<file path="src/rtl/seq_divider_pkg.sv">
// Shared types and constants for the iterative EX-stage divider.
package seq_divider_pkg;

   localparam int DIV_WIDTH = 64;

   typedef enum logic [1:0] {
      IDLE,
      RUN,
      FIX,
      DONE
   } state_t;

   function automatic int cnt_bits(input int w);
      return (w > 2) ? $clog2(w) : 1;
   endfunction

endpackage

</file>
<file path="src/rtl/seq_divider_if.sv">
// Request/result bundle between EX control and the divider.
interface seq_divider_if
   import seq_divider_pkg::*;
#(
   parameter int WIDTH = DIV_WIDTH
) ();

   logic             start;
   logic             is_signed;
   logic [WIDTH-1:0] dividend;
   logic [WIDTH-1:0] divisor;
   logic             busy;
   logic             done;
   logic [WIDTH-1:0] quotient;
   logic [WIDTH-1:0] remainder;
   logic             div_by_zero;

   modport master (
      output start, is_signed, dividend, divisor,
      input  busy, done, quotient, remainder,
      input  div_by_zero
   );

   modport slave (
      input  start, is_signed, dividend, divisor,
      output busy, done, quotient, remainder,
      output div_by_zero
   );

endinterface

</file>
<file path="src/rtl/seq_divider_div_step.sv">
// One restoring step: shift in a dividend bit, trial-subtract divisor.
module div_step #(
   parameter int WIDTH = 64
) (
   input  logic [WIDTH-1:0] rem,
   input  logic             dvd_msb,
   input  logic [WIDTH-1:0] divisor,
   output logic [WIDTH-1:0] rem_nxt,
   output logic             q_bit
);

   logic [WIDTH-1:0] low;
   logic [WIDTH:0]   sum;

   assign low = {rem[WIDTH-2:0], dvd_msb};

   // A + ~B + 1; the bit shifted out of rem is the trial's top bit
   assign sum = {1'b0, low}
              + {1'b0, ~divisor}
              + (WIDTH+1)'(1);

   assign q_bit   = rem[WIDTH-1] | sum[WIDTH];
   assign rem_nxt = q_bit ? sum[WIDTH-1:0] : low;

endmodule

</file>
<file path="src/rtl/seq_divider.sv">
// Multi-cycle restoring divider for UDIV/SDIV beside the EX-stage ALU.
module seq_divider
   import seq_divider_pkg::*;
#(
   parameter int WIDTH = DIV_WIDTH
) (
   input  logic        clk,
   input  logic        reset_n,
   seq_divider_if.slave bus
);

   localparam int CW = cnt_bits(WIDTH);

   state_t           state;
   logic [WIDTH-1:0] rem;
   logic [WIDTH-1:0] dvd;
   logic [WIDTH-1:0] dsr;
   logic [CW-1:0]    count;
   logic             neg_q;
   logic             neg_r;

   logic             busy_q;
   logic             done_q;
   logic [WIDTH-1:0] quo_q;
   logic [WIDTH-1:0] rmd_q;
   logic             dbz_q;

   logic             sd;
   logic             ss;
   logic [WIDTH-1:0] dvd_mag;
   logic [WIDTH-1:0] dsr_mag;
   logic [WIDTH-1:0] rem_nxt;
   logic             q_bit;

   assign sd = bus.is_signed & bus.dividend[WIDTH-1];
   assign ss = bus.is_signed & bus.divisor[WIDTH-1];

   assign dvd_mag = sd ? -bus.dividend : bus.dividend;
   assign dsr_mag = ss ? -bus.divisor  : bus.divisor;

   div_step #(
      .WIDTH (WIDTH)
   ) u_step (
      .rem     (rem),
      .dvd_msb (dvd[WIDTH-1]),
      .divisor (dsr),
      .rem_nxt (rem_nxt),
      .q_bit   (q_bit)
   );

   // dvd doubles as the quotient: dividend bits leave at the top
   // while quotient bits enter at the bottom
   always_ff @(posedge clk or negedge reset_n) begin
      if (!reset_n) begin
         state  <= IDLE;
         rem    <= '0;
         dvd    <= '0;
         dsr    <= '0;
         count  <= '0;
         neg_q  <= 1'b0;
         neg_r  <= 1'b0;
         busy_q <= 1'b0;
         done_q <= 1'b0;
         quo_q  <= '0;
         rmd_q  <= '0;
         dbz_q  <= 1'b0;
      end else begin
         done_q <= 1'b0;
         unique case (state)
            IDLE: begin
               if (bus.start) begin
                  dvd   <= dvd_mag;
                  dsr   <= dsr_mag;
                  rem   <= '0;
                  count <= CW'(WIDTH-1);
                  neg_q <= sd ^ ss;
                  neg_r <= sd;
                  if (bus.divisor == '0) begin
                     quo_q  <= '0;
                     rmd_q  <= bus.dividend;
                     dbz_q  <= 1'b1;
                     done_q <= 1'b1;
                     state  <= DONE;
                  end else begin
                     busy_q <= 1'b1;
                     state  <= RUN;
                  end
               end
            end
            RUN: begin
               rem <= rem_nxt;
               dvd <= {dvd[WIDTH-2:0], q_bit};
               if (count == '0) begin
                  state <= FIX;
               end else begin
                  count <= count - CW'(1);
               end
            end
            FIX: begin
               quo_q  <= neg_q ? -dvd : dvd;
               rmd_q  <= neg_r ? -rem : rem;
               dbz_q  <= 1'b0;
               busy_q <= 1'b0;
               done_q <= 1'b1;
               state  <= DONE;
            end
            DONE: begin
               state <= IDLE;
            end
            default: begin
               state <= IDLE;
            end
         endcase
      end
   end

   assign bus.busy        = busy_q;
   assign bus.done        = done_q;
   assign bus.quotient    = quo_q;
   assign bus.remainder   = rmd_q;
   assign bus.div_by_zero = dbz_q;

endmodule
</file>
<file path="src/flat_wrapper.sv">
// flat-port wrapper written by rule: the top's interface ports become plain ports
module seq_divider_flat import seq_divider_pkg::*;
#(
   parameter int WIDTH = DIV_WIDTH
)
  (clk, reset_n, bus_start, bus_is_signed, bus_dividend, bus_divisor, bus_busy, bus_done, bus_quotient, bus_remainder, bus_div_by_zero);
  seq_divider_if #(.WIDTH(WIDTH)) bus_i ();
  input  logic clk;
  input  logic reset_n;
  input wire logic [$bits(bus_i.start)-1:0] bus_start;
  input wire logic [$bits(bus_i.is_signed)-1:0] bus_is_signed;
  input wire logic [$bits(bus_i.dividend)-1:0] bus_dividend;
  input wire logic [$bits(bus_i.divisor)-1:0] bus_divisor;
  output wire logic [$bits(bus_i.busy)-1:0] bus_busy;
  output wire logic [$bits(bus_i.done)-1:0] bus_done;
  output wire logic [$bits(bus_i.quotient)-1:0] bus_quotient;
  output wire logic [$bits(bus_i.remainder)-1:0] bus_remainder;
  output wire logic [$bits(bus_i.div_by_zero)-1:0] bus_div_by_zero;
  assign bus_i.start = bus_start;
  assign bus_i.is_signed = bus_is_signed;
  assign bus_i.dividend = bus_dividend;
  assign bus_i.divisor = bus_divisor;
  assign bus_busy = bus_i.busy;
  assign bus_done = bus_i.done;
  assign bus_quotient = bus_i.quotient;
  assign bus_remainder = bus_i.remainder;
  assign bus_div_by_zero = bus_i.div_by_zero;
  seq_divider #(.WIDTH(WIDTH)) u_core (.clk(clk), .reset_n(reset_n), .bus(bus_i));
endmodule
</file>
<file path="config.mk">
export PLATFORM = sky130hd
export DESIGN_NAME = seq_divider_flat
export DESIGN_NICKNAME = d
export VERILOG_FILES = /design/src/rtl/seq_divider_pkg.sv /design/src/rtl/seq_divider_if.sv /design/src/rtl/seq_divider_div_step.sv /design/src/rtl/seq_divider.sv /design/src/flat_wrapper.sv
export SDC_FILE = /design/constraint.sdc
export NUM_CORES = 1
export LEC_CHECK = 0
export CAP_MARGIN = 20
export CORE_MARGIN = 1
export CORE_UTILIZATION = 55
export CTS_CLUSTER_DIAMETER = 60
export DETAILED_ROUTE_END_ITERATION = 6
export GPL_ROUTABILITY_DRIVEN = 0
export GPL_TIMING_DRIVEN = 0
export PLACE_DENSITY = 0.81
export SLEW_MARGIN = 20
export SYNTH_ARGS = -nofsm -noshare
export SYNTH_HDL_FRONTEND = slang
export SYNTH_SLANG_ARGS = --single-unit
export TNS_END_PERCENT = 30
</file>
<file path="constraint.sdc">
create_clock -name clk -period 4.8 [get_ports clk]
set_clock_uncertainty 0.2 [all_clocks]
set_input_delay 0.96 -clock clk [delete_from_list [all_inputs] [get_ports clk]]
set_output_delay 0.96 -clock clk [all_outputs]
set_load 0.02 [all_outputs]
</file>
* Yosys cells after proc, flatten, opt, wreduce, memory -nomap -nowiden
Index checks and enable logic that the tools add are counted.
** Cells by class
- Bitwise operators :: 5
- Add/sub/neg operators :: 7
- $lt $le $gt $ge :: 0
- Div/mod/pow operators :: 0
- Reduce and logical (&&, ||, !) cells :: 11
- Equality and inequality tests :: 8
- Shift operators :: 0
- Multiplexer cells :: 31
- Multiply operators :: 0
** Operator list (number)
- 2-to-1 mux 64 bit :: 11
- one-hot mux 64 bit (2 select lines) :: 4
- negator 64 bit :: 4
- adder 64 x 64 -> 65 bit :: 1
- adder 65 x 1 -> 65 bit, second input constant :: 1
- logical NOT 64 bit :: 1
- NOT 64 bit :: 1
- 2-to-1 mux 6 bit :: 2
- one-hot mux 6 bit (2 select lines) :: 1
- AND reduction 3 bit :: 3
- one-hot mux 2 bit (4 select lines) :: 1
- logical NOT 6 bit :: 1
- 2-to-1 mux 1 bit :: 6
- 2-to-1 mux 2 bit :: 3
- inequality test 2 bit, second input constant :: 3
- one-hot mux 1 bit (2 select lines) :: 3
- AND reduction 2 bit :: 3
- subtractor 6 x 1 -> 6 bit, second input constant :: 1
- == test 2 bit, second input constant :: 2
- inequality test 2 x 1 -> 1 bit, second input constant :: 2
- nonzero test 2 bit :: 2
- bitwise AND 1 bit :: 2
- == test 2 x 1 -> 1 bit, second input constant :: 1
- logical NOT 2 bit :: 1
- other kinds (2) :: 2
** Storage, ports and cells
- Register bits after elaboration :: 333
- Bits in read-only memories :: 0
- Memories :: 0
- Bits in latches :: 0
- Input port bits :: 132
- Word-level logic and storage cells :: 74
- Output and inout bits :: 131
- RAM bits :: 0

* Longest topological paths before layout
- Depth after elaboration :: 6
- Mapped depth :: 16
- Mapped depth without buffers :: 13

* Hierarchy
From an unflattened synthesis, not the netlist that was laid out.
** Second synthesis, totals
- Cell total of the unflattened synthesis :: 2881
- Area, all modules :: 23802.8 µm²
** By module, submodules not included
- seq_divider :: area an instance 18979.5 µm², instances 1, sequential area each 8333.0 µm², cells each 2120
- div_step :: area an instance 4823.4 µm², instances 1, sequential area each 0.0 µm², cells each 761

* Least setup slack after synthesis
OpenSTA, ideal clock, no wires.
- Kind :: input port to flip-flop
- Start point :: input port bus_divisor[18]
- End point :: register u_core.quo_q[16] (netlist: u_core.bus.quotient[16])
- Path slack :: 681 ps
- Library setup time :: 136 ps
- Required time :: 4464 ps
- Arrival time :: 3783 ps
- Stages :: 13
- Path buffers :: 5
- Path through :: or4_1 -> or4_1 -> or3_1 -> clkbuf_1 -> nor2_1 -> and4_1 -> clkbuf_1 -> a22oi_1 -> clkbuf_1 -> clkbuf_1 -> clkbuf_1 -> nand2_1 -> o21ai_0
** On the way
- Word-level cells in the longest chain between the ends :: 3
** Ends and longest elaborated chain
- start, declared :: RTL line flat_wrapper.sv:13 : input wire logic [$bits(bus_i.divisor)-1:0] bus_divisor;
- logical NOT 64 bit :: RTL line seq_divider.sv:78 : if (bus.divisor == '0) begin
- inequality test 2 x 1 -> 1 bit (no line)
- AND reduction 3 bit (no line)
- end signal, assigned :: RTL line seq_divider.sv:100 : quo_q <= neg_q ? -dvd : dvd;
- end, declared :: RTL line seq_divider.sv:24 : logic [WIDTH-1:0] quo_q;
Every way passes these cells.
A chain may end at the register's enable or synchronous reset.

* Final worst setup path
- Start point :: input port bus_dividend[26]
- End point :: register u_core.dvd[62]
** On the way
- Word-level cells in the longest chain between the ends :: 4
** Ends and longest elaborated chain
- start, declared :: RTL line flat_wrapper.sv:12 : input wire logic [$bits(bus_i.dividend)-1:0] bus_dividend;
- negator 64 bit :: RTL line seq_divider.sv:38 : assign dvd_mag = sd ? -bus.dividend : bus.dividend;
- 2-to-1 mux 64 bit :: RTL line seq_divider.sv:38
- 2-to-1 mux 64 bit :: RTL line seq_divider.sv:71 : if (bus.start) begin
- one-hot mux 64 bit (2 select lines) :: RTL line seq_divider.sv:69 : unique case (state)
- end signal, assigned :: RTL line seq_divider.sv:72 : dvd <= dvd_mag;
- end signal, assigned :: RTL line seq_divider.sv:92 : dvd <= {dvd[WIDTH-2:0], q_bit};
- end, declared :: RTL line seq_divider.sv:16 : logic [WIDTH-1:0] dvd;
Every way passes these cells. The select of a mux whose other input is x is not followed.

==> impl_metrics.ini <==
[routing]
ant_nets = 0
wire_per_inst_um = 21.10
detail_route.iter0.violations = 2796
drt-pass1-iter-count = 7
num_vias = 23942
post-route-drc-count = 12
via_per_inst = 6.322
routed_wirelength_mm = 79.90

[sta]
timing.final.max_slew_violations = 0
period_needed_ns = 4.720
max_slew.worst_pin.slew_ns = 1.026
worst_case_hold_slack_ns = 0.1195
post-route-worst-setup-slack_ns = 0.08037
timing.final.hold_violations = 0
setup_violations = 0
fmax_mhz = 211.9
slew_headroom_pct = 31.62
layout_worst_path_cycle_share_pct = 98.33

[cells_and_area]
area_growth_pct = 20.16
layout-drive-gt1-share_pct = 3.666
final_net_count = 3426

[global_route]
antenna_found_initial = 3
grt_first_pass_wirelength_mm = 124.7
globalRouteTotalUtil_pct = 36.27
grt_start_max_net_pins = 102
grt_pass1_vias = 23407
gr-total-overflow = 0

[min_path]
min_delay_worst_type = in -> async

[cts]
cts_hold_buffers_added = 0
worst_setup_hold_path_clk_slew_ns = 0.06
skew_pair_late_insertion_delay_ns = 0.56
cts_tree = done
clk_root_buffer_cell = clkbuf_16
clk_path_buf_depth = 3
clock_sink_count = 333
cts_setup_buffers = 0
cts-htree-levels = 2
clock_buffer_count_from_cts = 39

[logic_synthesis]
synth_cells = 2918
fraction_of_registers_with_async_set_reset_pct = 100.0
register_area_share_after_synthesis_pct = 35.72
synth_enable_flop_cells = 0
yosys.cell_types.count = 75
synthesis.nets = 3124
mappedNetlistArea_mm2 = 0.02333
postSynthAreaPerCell_um2 = 7.995
dominantRegCellSynth = dfrtp_1
ys_warn_count = 0
synth-seq-cells = 333

[worst_setup_path]
r2r_slack_ns = 0.19
timing_worst_setup_path_type = in -> reg
crit_path_end_kind = flop
timing.critical_path.from_type = primary input
cp_data_required_time_ns = 5.02
critPathArrivalTime_ns = 4.94
r2r_cells = 15
largest_fanout_of_any_net_on_the_critical_path = 4
r2r-end = u_core.rem[48]
crit-reg2reg-launch = u_core.dvd[63]

[die]
coreArea_mm2 = 0.04185
die_area_mm2 = 0.04324
fp-row-count = 75
die_y_um = 208.0
dieWidth_um = 208.0
num_io_pins = 263
starting_density_pct = 55.74

[place]
numPortBuffers = 260
hpwl_after_dpl_mm = 62.50
place_ws_ns = -1.276

[status]
status = finished, violations left
violations = DRC

[power_and_ir_drop]
irDropWorstVdd_mv = 0.3266
power_per_cell_area_mw_per_mm2 = 773.5
static-leakage-power_nw = 11.71

[run]
number_of_max_cap_violations = 0
-- stage by stage --
stage / utilization (%) / instance area [um2] / cells / TNS, ns / total power [mW]
3_5_place_dp: 63.78 / 26690 / 3720 / -127.60 / 18.17
4_1_cts: 66.89 / 27990 / 3786 / 0 / 21.25
5_1_grt: 66.97 / 28030 / 3785 / -0.03615 / 23.02
2_1_floorplan: - / 23330 / 2918 / 0 / 13.92
3_3_place_gp: 63.57 / 26610 / 3717 / -3846.19 / 17.73
6_report: 66.98 / 28030 / 3787 / 0 / 21.68
-- cell families after synthesis --
group | Yosys count | synth area share [%]
simple gates | 952 | 18.80
fa+ha+maj | 74 | 4.001
compound gates | 926 | 23.34
mux | 56 | 2.408
flops | 333 | 35.72
buf+inv | 278 | 4.505
xor+xnor | 299 | 11.23
-- per-layer routing --
layer,share of wire [%],GRT usage [%]
met1,37,43.70
met2,47,60.11
met3,9.7,6.189
met4,7.1,23.65
met5,0.061,0
-- state kept, by name (all words and copies together) (netlist names) --
| signal | cells |
|---|---|
| u_core.dvd | 64 |
| u_core.count | 6 |
| u_core.state | 2 |
| u_core.bus.div_by_zero | 1 |
| u_core.bus.remainder | 64 |
| u_core.bus.busy | 1 |
| u_core.bus.quotient | 64 |
| u_core.bus.done | 1 |
| u_core.neg_r | 1 |
| u_core.rem | 64 |
| u_core.dsr | 64 |
| u_core.neg_q | 1 |
-- worst max-delay path, cell delays in order --
cell	delay, ns
clkdlybuf4s50_1	0.56
or4_1	0.65
or4_1	0.50
or4_1	0.64
nor4_4	0.34
a21oi_1	0.26
a21oi_1	0.45
o21ai_0	0.29
xnor2_1	0.20
o21ai_0	0.09
-- synth_stat cells, drive strengths merged, types with 3 or more instances --
cell type | number | area share, %
and3 | 17 | 0.46
a22oi | 3 | 0.097
o211ai | 7 | 0.23
o41ai | 23 | 0.98
a22o | 6 | 0.23
o31ai | 85 | 2.8
buf | 17 | 0.30
mux2i | 55 | 2.4
dfrtp | 333 | 36
nand4 | 25 | 0.67
nor2 | 212 | 3.4
clkbuf | 156 | 2.5
a31oi | 22 | 0.59
or2 | 9 | 0.25
a211oi | 9 | 0.29
o21ai | 394 | 8.5
a21boi | 7 | 0.23
nor4b | 3 | 0.18
o31a | 3 | 0.11
nand3 | 25 | 0.54
a21o | 32 | 1.0
nand2 | 435 | 7.0
o22ai | 5 | 0.13
or3 | 45 | 1.2
o21bai | 18 | 0.58
xor2 | 187 | 7.0
a31o | 4 | 0.15
a32oi | 19 | 0.71
o21a | 10 | 0.32
nor4 | 29 | 0.84
a21oi | 257 | 5.5
xnor2 | 112 | 4.2
a221oi | 3 | 0.11
nor2b | 10 | 0.27
nand2b | 15 | 0.40
nor3 | 57 | 1.2
inv | 104 | 1.7
or4 | 42 | 1.4
nor3b | 4 | 0.13
and2 | 13 | 0.35
nand3b | 4 | 0.13
ha | 73 | 3.9
-- power breakdown --
group	switching (mW)	leakage [nW]	internal [mW]
clock network	1.24	0.626	1.74
logic	8.28	6.85	5.00
registers	1.40	4.23	4.03
total	10.9	11.7	10.8
-- final cells by class --
class / count / area (um2)
Antenna cell: 2 / 5.005
Fill cell: 3392 / 13820
Tap cell: 539 / 674.4
Clock inverter: 18 / 216.5
Sequential cell: 333 / 8333
Buffer: 171 / 674.4
Multi-Input combinational cell: 2307 / 13990
Clock buffer: 49 / 1054
Inverter: 105 / 394.1
Timing Repair Buffer: 263 / 2690
-- how the worst max path moves through the flow --
stage	startpoint	end	depth (start not counted)
6_report	bus_dividend[26]	u_core.dvd[62]	10
5_1_grt	bus_divisor[16]	u_core.bus.remainder[34]	13
4_1_cts	u_core.dvd[63]	u_core.rem[61]	16
3_5_place_dp	bus_divisor[0]	u_core.bus.remainder[57]	16
3_3_place_gp	reset_n	u_core.dsr[55]	1
2_1_floorplan	bus_divisor[18]	u_core.bus.quotient[16]	13
-- layout by cell type (no fill, tap or decap), types with 15 or more instances in the layout --
master / Yosys / final
a21o_1: 32 / 32
clkdlybuf4s50_1: 0 / 259
clkbuf_1: 154 / 148
xor2_1: 187 / 187
mux2i_1: 55 / 55
inv_1: 103 / 103
and3_1: 17 / 17
nand3_1: 25 / 25
or4_1: 38 / 38
o41ai_1: 21 / 21
or3_1: 43 / 43
o21bai_1: 18 / 18
nand2_1: 435 / 435
o31ai_1: 84 / 84
nor4_1: 28 / 26
nor3_1: 56 / 56
xnor2_1: 112 / 112
o21ai_0: 389 / 389
a21oi_1: 257 / 257
nand4_1: 25 / 25
a32oi_1: 19 / 19
dfrtp_1: 333 / 333
ha_1: 73 / 73
nand2b_1: 15 / 15
nor2_1: 212 / 211
clkbuf_16: 0 / 39
a31oi_1: 22 / 22
-- repair_timing --
action	in CTS	in global routing
endpoints found under the setup margin	134	139
pin swaps	0	1
resized for setup	15	15
No activity file was read; power rests on OpenSTA's default activity.
